**config.mk**
```make
export PLATFORM = sky130hd
export DESIGN_NAME = ddr_port1_reader
export DESIGN_NICKNAME = d
export VERILOG_FILES = /design/src/rtl/ddr_port_pkg.sv /design/src/rtl/pixel_prefetch_fifo.sv /design/src/rtl/ddr_port1_reader.sv
export SDC_FILE = /design/constraint.sdc
export NUM_CORES = 2
export LEC_CHECK = 0
export BUFFER_PORTS_ARGS = -buffer_cell sky130_fd_sc_hd__buf_2
export CORE_UTILIZATION = 50
export CTS_CLUSTER_DIAMETER = 60
export DETAILED_ROUTE_END_ITERATION = 8
export GPL_TIMING_DRIVEN = 1
export PLACE_DENSITY = 0.66
export SETUP_SLACK_MARGIN = 0.4
export SYNTH_ARGS = -nofsm -noshare
export SYNTH_HDL_FRONTEND = slang
export SYNTH_SLANG_ARGS = --single-unit
```
**constraint.sdc**
```tcl
create_clock -name clk -period 5.7 [get_ports clk]
set_clock_uncertainty 0.05 [all_clocks]
set_input_delay 0 -clock clk [delete_from_list [all_inputs] [get_ports clk]]
set_output_delay 0 -clock clk [all_outputs]
set_load 0.02 [all_outputs]
```
**src/rtl/ddr_port_pkg.sv**
```systemverilog
// Shared definitions for the MCB port readers/writers of the frame buffer.
// Holds the MCB command encodings, the port-1 reader state encoding and the
// default frame geometry shared with the port-0 frame writer.
package ddr_port_pkg;

  localparam logic [2:0] INSTR_WRITE = 3'b000;
  localparam logic [2:0] INSTR_READ  = 3'b001;

  typedef enum logic [2:0] {
    S_CALIB,
    S_IDLE,
    S_CMD,
    S_XFER,
    S_DONE
  } rd_state_e;

  // 640x480 frame of 32-bit pixels, two buffers back to back in DDR.
  localparam int FRAME_PIX_W     = 640;
  localparam int FRAME_PIX_H     = 480;
  localparam int VGA_FRAME_WORDS = FRAME_PIX_W * FRAME_PIX_H;
  localparam int MCB_BURST_LEN   = 32;
  localparam int BUF0_BASE_ADDR  = 0;
  localparam int BUF1_BASE_ADDR  = VGA_FRAME_WORDS * 4;

endpackage

```
**src/rtl/pixel_prefetch_fifo.sv**
```systemverilog
// First-word-fall-through prefetch FIFO between the MCB read port and the
// pixel stream. Writes pass through an input register, then RAM, then an
// output head register, so a written word is visible on data_o three cycles
// after the write strobe.
// Ports:
//   clk, reset  - clock, asynchronous active-high reset
//   flush_i     - drop all stored words (write on the same cycle is ignored)
//   wr_en_i     - write wr_data_i
//   rd_en_i     - consume the head word (ignored when valid_o is low)
//   valid_o     - data_o holds the head word
//   free_o      - entries free, counting words still in the input register
module pixel_prefetch_fifo #(
  parameter int DEPTH  = 64,
  parameter int DATA_W = 32,
  localparam int CNT_W = $clog2(DEPTH + 1)
) (
  input  logic              clk,
  input  logic              reset,
  input  logic              flush_i,
  input  logic              wr_en_i,
  input  logic [DATA_W-1:0] wr_data_i,
  input  logic              rd_en_i,
  output logic              valid_o,
  output logic [DATA_W-1:0] data_o,
  output logic [CNT_W-1:0]  free_o
);

  localparam int PTR_W = (DEPTH > 1) ? $clog2(DEPTH) : 1;

  logic [DATA_W-1:0] mem_q [DEPTH];
  logic              in_vld_q;
  logic [DATA_W-1:0] in_data_q;
  logic [PTR_W-1:0]  wr_ptr_q, rd_ptr_q;
  logic [CNT_W-1:0]  mem_cnt_q, mem_cnt_d;
  logic              head_vld_q;
  logic [DATA_W-1:0] head_q;
  logic              pop_head, mem_rd;

  // DEPTH need not be a power of two, so pointers wrap explicitly.
  function automatic logic [PTR_W-1:0] next_ptr(input logic [PTR_W-1:0] p);
    return (p == PTR_W'(DEPTH - 1)) ? '0 : p + PTR_W'(1);
  endfunction

  assign pop_head  = rd_en_i && head_vld_q;
  assign mem_rd    = (mem_cnt_q != '0) && (!head_vld_q || pop_head);
  assign mem_cnt_d = mem_cnt_q + CNT_W'(in_vld_q) - CNT_W'(mem_rd);

  assign valid_o = head_vld_q;
  assign data_o  = head_q;
  assign free_o  = CNT_W'(DEPTH) - (mem_cnt_q + CNT_W'(in_vld_q) + CNT_W'(head_vld_q));

  always_ff @(posedge clk or posedge reset) begin
    if (reset) begin
      in_vld_q   <= 1'b0;
      wr_ptr_q   <= '0;
      rd_ptr_q   <= '0;
      mem_cnt_q  <= '0;
      head_vld_q <= 1'b0;
    end else if (flush_i) begin
      in_vld_q   <= 1'b0;
      wr_ptr_q   <= '0;
      rd_ptr_q   <= '0;
      mem_cnt_q  <= '0;
      head_vld_q <= 1'b0;
    end else begin
      in_vld_q  <= wr_en_i;
      mem_cnt_q <= mem_cnt_d;
      if (in_vld_q) wr_ptr_q <= next_ptr(wr_ptr_q);
      if (mem_rd)   rd_ptr_q <= next_ptr(rd_ptr_q);
      if (mem_rd)        head_vld_q <= 1'b1;
      else if (pop_head) head_vld_q <= 1'b0;
    end
  end

  // input register -> RAM -> head register
  always_ff @(posedge clk) begin
    in_data_q <= wr_data_i;
    if (in_vld_q) mem_q[wr_ptr_q] <= in_data_q;
    if (mem_rd)   head_q <= mem_q[rd_ptr_q];
  end

endmodule

```
**src/rtl/ddr_port1_reader.sv**
```systemverilog
// Frame reader on MCB user port 1. Issues fixed-length read bursts for the
// selected frame buffer, pops the MCB read FIFO into a local prefetch FIFO
// and streams the words to scanout on a valid/ready interface.
// Ports:
//   clk, reset            - clock, asynchronous active-high reset
//   mem_calib_done        - MCB calibration done (asynchronous input)
//   p1_cmd_*              - MCB command port (read bursts only)
//   p1_rd_*               - MCB read data FIFO
//   frame_start/buffer_sel- start fetching frame buffer buffer_sel
//   pix_*                 - pixel stream, pix_last marks the final word
//   frame_busy            - fetch in progress
//   underrun              - sticky: consumer found no data mid-frame
module ddr_port1_reader
  import ddr_port_pkg::*;
#(
  parameter int BURST_LEN   = MCB_BURST_LEN,
  parameter int FRAME_WORDS = VGA_FRAME_WORDS,
  parameter int BUF0_BASE   = BUF0_BASE_ADDR,
  parameter int BUF1_BASE   = BUF1_BASE_ADDR
) (
  input  logic        clk,
  input  logic        reset,
  input  logic        mem_calib_done,
  input  logic        p1_cmd_full,
  input  logic        p1_rd_empty,
  input  logic [31:0] p1_rd_data,
  output logic        p1_cmd_en,
  output logic [2:0]  p1_cmd_instr,
  output logic [5:0]  p1_cmd_bl,
  output logic [29:0] p1_cmd_byte_addr,
  output logic        p1_rd_en,
  input  logic        frame_start,
  input  logic        buffer_sel,
  input  logic        pix_ready,
  output logic        pix_valid,
  output logic [31:0] pix_data,
  output logic        pix_last,
  output logic        frame_busy,
  output logic        underrun
);

  localparam int IDX_W  = $clog2(FRAME_WORDS + 1);
  localparam int DEPTH  = 2 * BURST_LEN;
  localparam int FREE_W = $clog2(DEPTH + 1);
  localparam int BC_W   = (BURST_LEN > 1) ? $clog2(BURST_LEN) : 1;

  logic             calib_meta_q, calib_sync_q;
  rd_state_e        state_q, state_d;
  logic [29:0]      base_q, base_d;
  logic [IDX_W-1:0] word_idx_q, word_idx_d;
  logic [IDX_W-1:0] out_idx_q, out_idx_d;
  logic [BC_W-1:0]  burst_cnt_q, burst_cnt_d;
  logic             busy_q, busy_d;
  logic             underrun_q, underrun_d;
  logic             restart_q, restart_d;
  logic             restart_sel_q, restart_sel_d;

  logic [FREE_W-1:0] fifo_free;
  logic              fifo_valid, fifo_wr, flush;
  logic [31:0]       fifo_data;
  logic              pop, burst_end, last_burst, issue;
  logic              start_now, restart_now, start_sel, xfer_out, frame_done;

  assign pop         = (state_q == S_XFER) && !p1_rd_empty;
  assign burst_end   = pop && (burst_cnt_q == BC_W'(BURST_LEN - 1));
  assign last_burst  = (word_idx_q + IDX_W'(BURST_LEN)) == IDX_W'(FRAME_WORDS);
  // A start outside S_XFER has no burst in flight, so it takes effect at once.
  assign start_now   = frame_start &&
                       ((state_q == S_IDLE) || (state_q == S_CMD) || (state_q == S_DONE));
  assign restart_now = burst_end && (restart_q || frame_start);
  assign start_sel   = frame_start ? buffer_sel : restart_sel_q;
  assign issue       = (state_q == S_CMD) && !frame_start && !p1_cmd_full &&
                       (fifo_free >= FREE_W'(BURST_LEN));
  // Words of a burst that is being abandoned are popped but not kept.
  assign fifo_wr     = pop && !restart_q && !frame_start;
  assign flush       = start_now || restart_now;
  assign xfer_out    = fifo_valid && pix_ready;
  assign frame_done  = (state_q == S_DONE) && xfer_out && pix_last;

  assign pix_valid    = fifo_valid;
  assign pix_data     = fifo_data;
  assign pix_last     = fifo_valid && (out_idx_q == IDX_W'(FRAME_WORDS - 1));
  assign frame_busy   = busy_q;
  assign underrun     = underrun_q;
  assign p1_cmd_instr = INSTR_READ;
  assign p1_cmd_bl    = 6'(BURST_LEN - 1);

  pixel_prefetch_fifo #(.DEPTH(DEPTH), .DATA_W(32)) u_fifo (
    .clk      (clk),
    .reset    (reset),
    .flush_i  (flush),
    .wr_en_i  (fifo_wr),
    .wr_data_i(p1_rd_data),
    .rd_en_i  (xfer_out),
    .valid_o  (fifo_valid),
    .data_o   (fifo_data),
    .free_o   (fifo_free)
  );

  always_ff @(posedge clk or posedge reset) begin
    if (reset) begin
      calib_meta_q  <= 1'b0;
      calib_sync_q  <= 1'b0;
      state_q       <= S_CALIB;
      base_q        <= '0;
      word_idx_q    <= '0;
      out_idx_q     <= '0;
      burst_cnt_q   <= '0;
      busy_q        <= 1'b0;
      underrun_q    <= 1'b0;
      restart_q     <= 1'b0;
      restart_sel_q <= 1'b0;
    end else begin
      calib_meta_q  <= mem_calib_done;
      calib_sync_q  <= calib_meta_q;
      state_q       <= state_d;
      base_q        <= base_d;
      word_idx_q    <= word_idx_d;
      out_idx_q     <= out_idx_d;
      burst_cnt_q   <= burst_cnt_d;
      busy_q        <= busy_d;
      underrun_q    <= underrun_d;
      restart_q     <= restart_d;
      restart_sel_q <= restart_sel_d;
    end
  end

  always_comb begin
    state_d = state_q;
    case (state_q)
      S_CALIB: if (calib_sync_q) state_d = S_IDLE;
      S_IDLE:  if (start_now) state_d = S_CMD;
      S_CMD:   if (!start_now && issue) state_d = S_XFER;
      S_XFER:  if (burst_end) state_d = (!restart_now && last_burst) ? S_DONE : S_CMD;
      S_DONE:  if (start_now) state_d = S_CMD;
               else if (frame_done) state_d = S_IDLE;
      default: state_d = S_CALIB;
    endcase
  end

  always_comb begin
    p1_cmd_en        = issue;
    p1_rd_en         = pop;
    p1_cmd_byte_addr = issue ? base_q + (30'(word_idx_q) << 2) : '0;
  end

  always_comb begin
    base_d        = base_q;
    word_idx_d    = word_idx_q;
    out_idx_d     = out_idx_q;
    burst_cnt_d   = burst_cnt_q;
    busy_d        = busy_q;
    underrun_d    = underrun_q;
    restart_d     = restart_q;
    restart_sel_d = restart_sel_q;
    if (flush) begin
      base_d      = start_sel ? 30'(BUF1_BASE) : 30'(BUF0_BASE);
      word_idx_d  = '0;
      out_idx_d   = '0;
      burst_cnt_d = '0;
      busy_d      = 1'b1;
      underrun_d  = 1'b0;
      restart_d   = 1'b0;
    end else begin
      if (burst_end) begin
        burst_cnt_d = '0;
        word_idx_d  = word_idx_q + IDX_W'(BURST_LEN);
      end else if (pop) begin
        burst_cnt_d = burst_cnt_q + BC_W'(1);
      end
      if ((state_q == S_XFER) && frame_start) begin
        restart_d     = 1'b1;
        restart_sel_d = buffer_sel;
      end
      if (xfer_out)   out_idx_d = out_idx_q + IDX_W'(1);
      if (frame_done) busy_d = 1'b0;
      if (busy_q && pix_ready && !fifo_valid && (out_idx_q != '0)) underrun_d = 1'b1;
    end
  end

endmodule

```
* Word-level counts from Yosys, hierarchy flattened
Memory sizes are Yosys's and may differ from the RTL's. A register that Yosys moved wholly into a read port is not among the register bits. Index checks and enable logic that the tools add are counted.
Cells by class: add/sub/neg operators 10, magnitude comparators 1, equal/unequal tests 14, muxes and demuxes 37, bitwise gates (word level) 1, reductions and logical operators 47
Operator list (number):
- two-way mux 19 bit | 4
- == test 19 bit (second input constant) | 2
- two-way mux 6 bit | 6
- adder 30 x 21 -> 30 bit | 1
- two-way mux 30 bit | 1
- logical AND 1 bit | 21
- two-way mux 21 bit | 1
- two-way mux 3 bit | 7
- adder 19 x 1 -> 19 bit (second input constant) | 1
- adder 19 x 6 -> 19 bit (second input constant) | 1
- nonzero test 19 bit | 1
- two-way mux 5 bit | 3
- one-hot mux 3 bit (5 select lines) | 1
- adder 7 x 1 -> 7 bit | 2
- nonzero test 2 bit | 7
- two-way mux 1 bit | 13
- adder 6 x 1 -> 6 bit (second input constant) | 2
- == test 6 bit (second input constant) | 2
- >= comparator 7 x 6 -> 1 bit (second input constant) | 1
- zero test 1 bit | 7
- two-way mux 7 bit | 1
- nonzero test 7 bit | 1
- subtractor 7 x 1 -> 7 bit | 1
- subtractor 7 bit (first input constant) | 1
- 14 further kinds | 22
Storage, ports and cells: bits in registers 135, RAM bits 2048, input bits 40, output and inout bits 77, logic and storage cells 128, memories 1
Memory list:
- u_fifo.mem_q | depth 64, width 32, rd ports 1, clocked after memory_dff 1, write ports 1, line pixel_prefetch_fifo.sv:30 | logic [DATA_W-1:0] mem_q [DEPTH];

* Logic depth before layout (Yosys ltp)
word-level depth 9, gate-level depth with buffers 12, mapped depth without buffers 11

* Modules after synthesis
From an unflattened synthesis, not the netlist that was laid out.
Unflattened totals: cells, all modules 3853, area, all modules 83934.2 µm²
Modules (own cells, without submodules):
- pixel_prefetch_fifo | times used 1, cells each 3496, area an instance 80802.5 µm², sequential area each 63626.0 µm²
- ddr_port1_reader | times used 1, cells each 357, area an instance 3131.8 µm², sequential area each 1201.2 µm²

* Least setup slack after synthesis
Ideal clock, no wire load.
path kind flip-flop to flip-flop, from register u_fifo.mem_cnt_q[6], to register u_fifo.mem_cnt_q[6], library setup time 0.078 ns, arrival 3.675 ns, required time 5.572 ns, slack 1.897 ns, stages on the path, launching flop included 10, buffers on the path 1, period minus slack after synthesis 3.803 ns, cells stage by stage dfrtp_1 buf_2 or4_1 nor4_2 a21oi_1 ha_1 ha_1 a21boi_0 or3_1 a21oi_1
On the way: cells in the longest elaborated chain, start to end 4, elaborated cells on any way between the ends 5, those cells by class 2 x add/sub; 1 x mux; 2 x reduce/logical
Ends and longest elaborated chain:
- start, declared | line pixel_prefetch_fifo.sv:34 | logic [CNT_W-1:0] mem_cnt_q, mem_cnt_d;
- start signal, assigned | line pixel_prefetch_fifo.sv:67 | mem_cnt_q <= mem_cnt_d;
- nonzero test 7 bit | line pixel_prefetch_fifo.sv:45 | assign mem_rd = (mem_cnt_q != '0) && (!head_vld_q || pop_head);
- logical AND 1 bit | line pixel_prefetch_fifo.sv:45
- net u_fifo.mem_rd | line pixel_prefetch_fifo.sv:37 | logic pop_head, mem_rd;
- subtractor 7 x 1 -> 7 bit | line pixel_prefetch_fifo.sv:46 | assign mem_cnt_d = mem_cnt_q + CNT_W'(in_vld_q) - CNT_W'(mem_rd);
- two-way mux 7 bit | line pixel_prefetch_fifo.sv:59 | end else if (flush_i) begin
The timed path passes the listed nets, and every way through them passes these cells. A chain may end at the register's enable or synchronous reset.

* Final worst setup path
from register u_fifo.in_vld_q, to output port p1_cmd_byte_addr[15]
On the way: cells in the longest elaborated chain, start to end 6
Ends and longest elaborated chain:
- start, declared | line pixel_prefetch_fifo.sv:31 | logic in_vld_q;
- start signal, assigned | line pixel_prefetch_fifo.sv:66 | in_vld_q <= wr_en_i;
- adder 7 x 1 -> 7 bit (2 in series) | line pixel_prefetch_fifo.sv:50 | assign free_o = CNT_W'(DEPTH) - (mem_cnt_q + CNT_W'(in_vld_q) + CNT_W'(head_vld_q));
- subtractor 7 bit | line pixel_prefetch_fifo.sv:50
- >= comparator 7 x 6 -> 1 bit | line ddr_port1_reader.sv:73 | (fifo_free >= FREE_W'(BURST_LEN));
- logical AND 1 bit | line ddr_port1_reader.sv:72 | assign issue = (state_q == S_CMD) && !frame_start && !p1_cmd_full &&
- two-way mux 30 bit | line ddr_port1_reader.sv:144 | p1_cmd_byte_addr = issue ? base_q + (30'(word_idx_q) << 2) : '0;
- end, declared | line ddr_port1_reader.sv:30 | output logic [29:0] p1_cmd_byte_addr,
No other way between the ends.

==> impl_metrics.yaml <==
outcome:
  outcome: "complete, but fails checks"
  violations: "DRC"
route:
  drt-pass1-iter-count: 7
  wl_um: 211000
  dr.first_iter.drc_count: 5153
  vias_per_cell: 6.399
  ant_nets: 0
  drc: 42
  avgRoutedWirePerCell_um: 32.43
  via_count: 41630
synth:
  synthArstFlopShare_pct: 3.164
  synth.distinct_cells: 73
  syn_area_per_cell_um2: 21.79
  synth_edf_count: 2080
  yosys_warnings: 0
  seq_area_frac_synth_pct: 77.90
  synth-seq-cells: 2181
  syn_area_um2: 83220
  synth-main-ff-cell: "edfxtp_1"
  syn-instance-count: 3820
clocking:
  cts_sinks: 2181
  clockBufferDepth: 3
  cts-root-buf: "clkbuf_16"
  cts_resized: 0
  clock_latency_ns: 0.84
  cts_hold_buf: 78
  cts_setup_buffers: 0
  cts_tree: "yes"
  cts.clk_slew.worst_paths_ns: 0.06
  numCtsBuffers: 211
  htreeDepth: 4
sta:
  period_minus_slack_ns: 4.655
  max_slew.worst_pin.slew_ns: 1.472
  final_hold_viol_count: 0
  layout_setup_ws_ns: 1.045
  final.period_utilization_pct: 81.66
  tns_ns: 0
  rsz0062_at_grt: "no"
  finalSetupViolCount: 0
  fmax_mhz: 214.8
  holdWs_ns: 0.07799
  slew_viol_final: 0
  slew_headroom_pct: 1.868
global_route:
  grt_pass1_vias: 41320
  grt_pass1_wl_um: 299900
  antenna_found_initial: 9
  grt_max_degree: 87
  grt_usage_pct: 25.21
  gr-total-overflow: 0
floorplan:
  die_y_um: 410.0
  core_area_um2: 165200
  num_io_pins: 117
  rows: 149
  die_area_um2: 168100
  initial_core_util_pct: 50.38
  die-width_um: 410.0
power_and_ir_drop:
  powerDensity_nw_per_um2: 442.1
  p_leak_nw: 29.85
  ir_worst_vdd_v: 0.0003469
min_path:
  holdCritPathClass: "input pin to flop"
setup_path:
  cp-end-kind: "primary output"
  crit_path_start_kind: "flop"
  critPathMaxFanout: 12
  crit_arrival_ns: 4.60
  critPathKind: "flop to primary output"
  crit_required_ns: 5.65
place:
  dp_slack_ns: 1.207
  dpl.hpwl_um: 112700
  port_buffers: 92
  dp.cells: 6037
  gp_congestion: 0.7964
cells_and_area:
  postLayoutCoreUtil_pct: 57.40
  finalNonFillerCells: 6505
  multi_input_area_um2: 17860
  fin_nets: 4201
  final-seq-area_um2: 64870
  layout-drive-gt1-share_pct: 27.18
  nFillCells: 11950
  syn2layout_area_growth_pct: 13.92
flow_run:
  maxCapViolCount: 0
cell usage in the layout (no fill, tap or decap), types with 12 or more instances in the layout:
cell / instances
buf_2: 92
nand2_1: 113
and2_1: 12
conb_1: 24
o221ai_1: 32
o21ai_0: 30
a21oi_1: 28
a22o_1: 66
inv_1: 13
a221oi_1: 64
clkbuf_16: 213
nor4_1: 13
clkbuf_1: 47
nand3_1: 31
bufinv_16: 15
dfrtp_1: 67
xor2_1: 21
nor2_1: 67
nor2_4: 66
dfxtp_2: 32
mux4_2: 512
buf_12: 21
buf_4: 137
xnor2_1: 15
a22oi_1: 160
clkinv_1: 48
edfxtp_1: 2080
ha_1: 19
dlygate4sd3_1: 78
clkinv_2: 42
registers in the layout, summed over array words and instances, names as in the netlist, 3 cells and up:
name / flops
out_idx_q: 19
burst_cnt_q: 5
u_fifo.in_data_q: 32
u_fifo.wr_ptr_q: 6
state_q: 3
u_fifo.mem_cnt_q: 7
u_fifo.rd_ptr_q: 6
u_fifo.data_o: 32
word_idx_q: 14
u_fifo.mem_q: 2048
worst paths after layout:
| kind | startpoint | slack (ns) | cells past startpoint | endpoint |
|---|---|---|---|---|
| hold reg to reg | calib_meta_q | 0.30 | 0 | calib_sync_q |
| max in group asynchronous | reset | 4.32 | 5 | u_fifo.rd_ptr_q[0] |
| setup / recovery | u_fifo.in_vld_q | 1.05 | 12 | p1_cmd_byte_addr[15] |
| setup reg to reg | u_fifo.rd_ptr_q[0] | 1.33 | 5 | u_fifo.data_o[5] |
| min in group asynchronous | reset | 0.52 | 5 | burst_cnt_q[4] |
| hold / removal | pix_ready | 0.08 | 5 | out_idx_q[1] |
where the power goes:
group / internal, mW / total [mW] / switching, mW
clock: 7.55 / 13.4 / 5.85
combinational: 4.33 / 10.1 / 5.80
sequential: 17.9 / 18.4 / 0.490
cell families (layout without fill, tap and decap cells):
logic type | Yosys count | after routing | share of synthesized area (%)
AOI/OAI and AO/OA | 421 | 421 | 3.898
buffers and inverters | 256 | 726 | 1.400
xor gates and xnor gates | 36 | 36 | 0.3789
and+or+nand+nor | 386 | 386 | 2.177
DFF | 2181 | 2181 | 77.90
other | 2 | 28 | 0.009024
muxes | 518 | 518 | 13.93
adders and majority gates | 20 | 20 | 0.3097
worst max-delay path, stage by stage (launching register included):
cell and delay, ns:
dfrtp_1 0.71, ha_1 0.40, ha_1 0.30, nand3_1 0.21
xor2_1 0.46, ha_1 0.30, nand2_1 0.07, nor4_1 0.19
a31oi_1 0.07, a21oi_1 0.48, nor3_2 0.20, and2_1 0.21
buf_2 0.15
final cells by class:
cell class	instances	area share, %
Antenna cell	4	0.01056
Timing Repair Buffer	328	2.837
Sequential cell	2181	68.43
Clock inverter	121	1.091
Inverter	14	0.05543
Multi-Input combinational cell	1405	18.84
Clock buffer	263	5.852
Tap cell	2189	2.889
synth_stat cells, drive strengths merged, types with 3 or more instances:
library cell	number	share of area, %
or4	4	0.036
nand4	11	0.083
nand4b	3	0.032
nand3	32	0.20
a22o	66	0.69
o21ai	31	0.19
nor2b	12	0.090
nand2	113	0.51
and3	11	0.083
nor3b	4	0.036
o221ai	32	0.34
or3	7	0.053
a22oi	160	1.4
xnor2	15	0.16
nand3b	4	0.036
clkbuf	125	0.57
and2	13	0.098
mux2i	4	0.048
nor2	135	0.61
o31ai	7	0.063
a41oi	3	0.032
edfxtp	2080	75
a31oi	4	0.030
inv	14	0.063
mux4	512	14
dfxtp	32	0.77
nor4	15	0.13
a21oi	29	0.17
xor2	21	0.22
dfrtp	69	2.1
nor3	10	0.066
ha	19	0.29
a221oi	64	0.67
buf	117	0.77
nand2b	4	0.030
metrics by stage:
step	total power [mW]	cell area, um^2
3_3_place_gp	28.72	87420
3_5_place_dp	28.77	87420
5_1_grt	43.23	94800
6_report	41.91	94810
2_1_floorplan	25.15	83300
4_1_cts	42.10	94780
metal layers:
layer	vias up	GRT usage (%)	share of wire [%]
li1	16820	-	-
met1	22350	36.08	40
met2	2162	38.69	47
met3	299	6.069	10
met4	4	7.739	2.8
met5	-	0	0.010
Note: power is estimated with default switching activity, not from simulation.
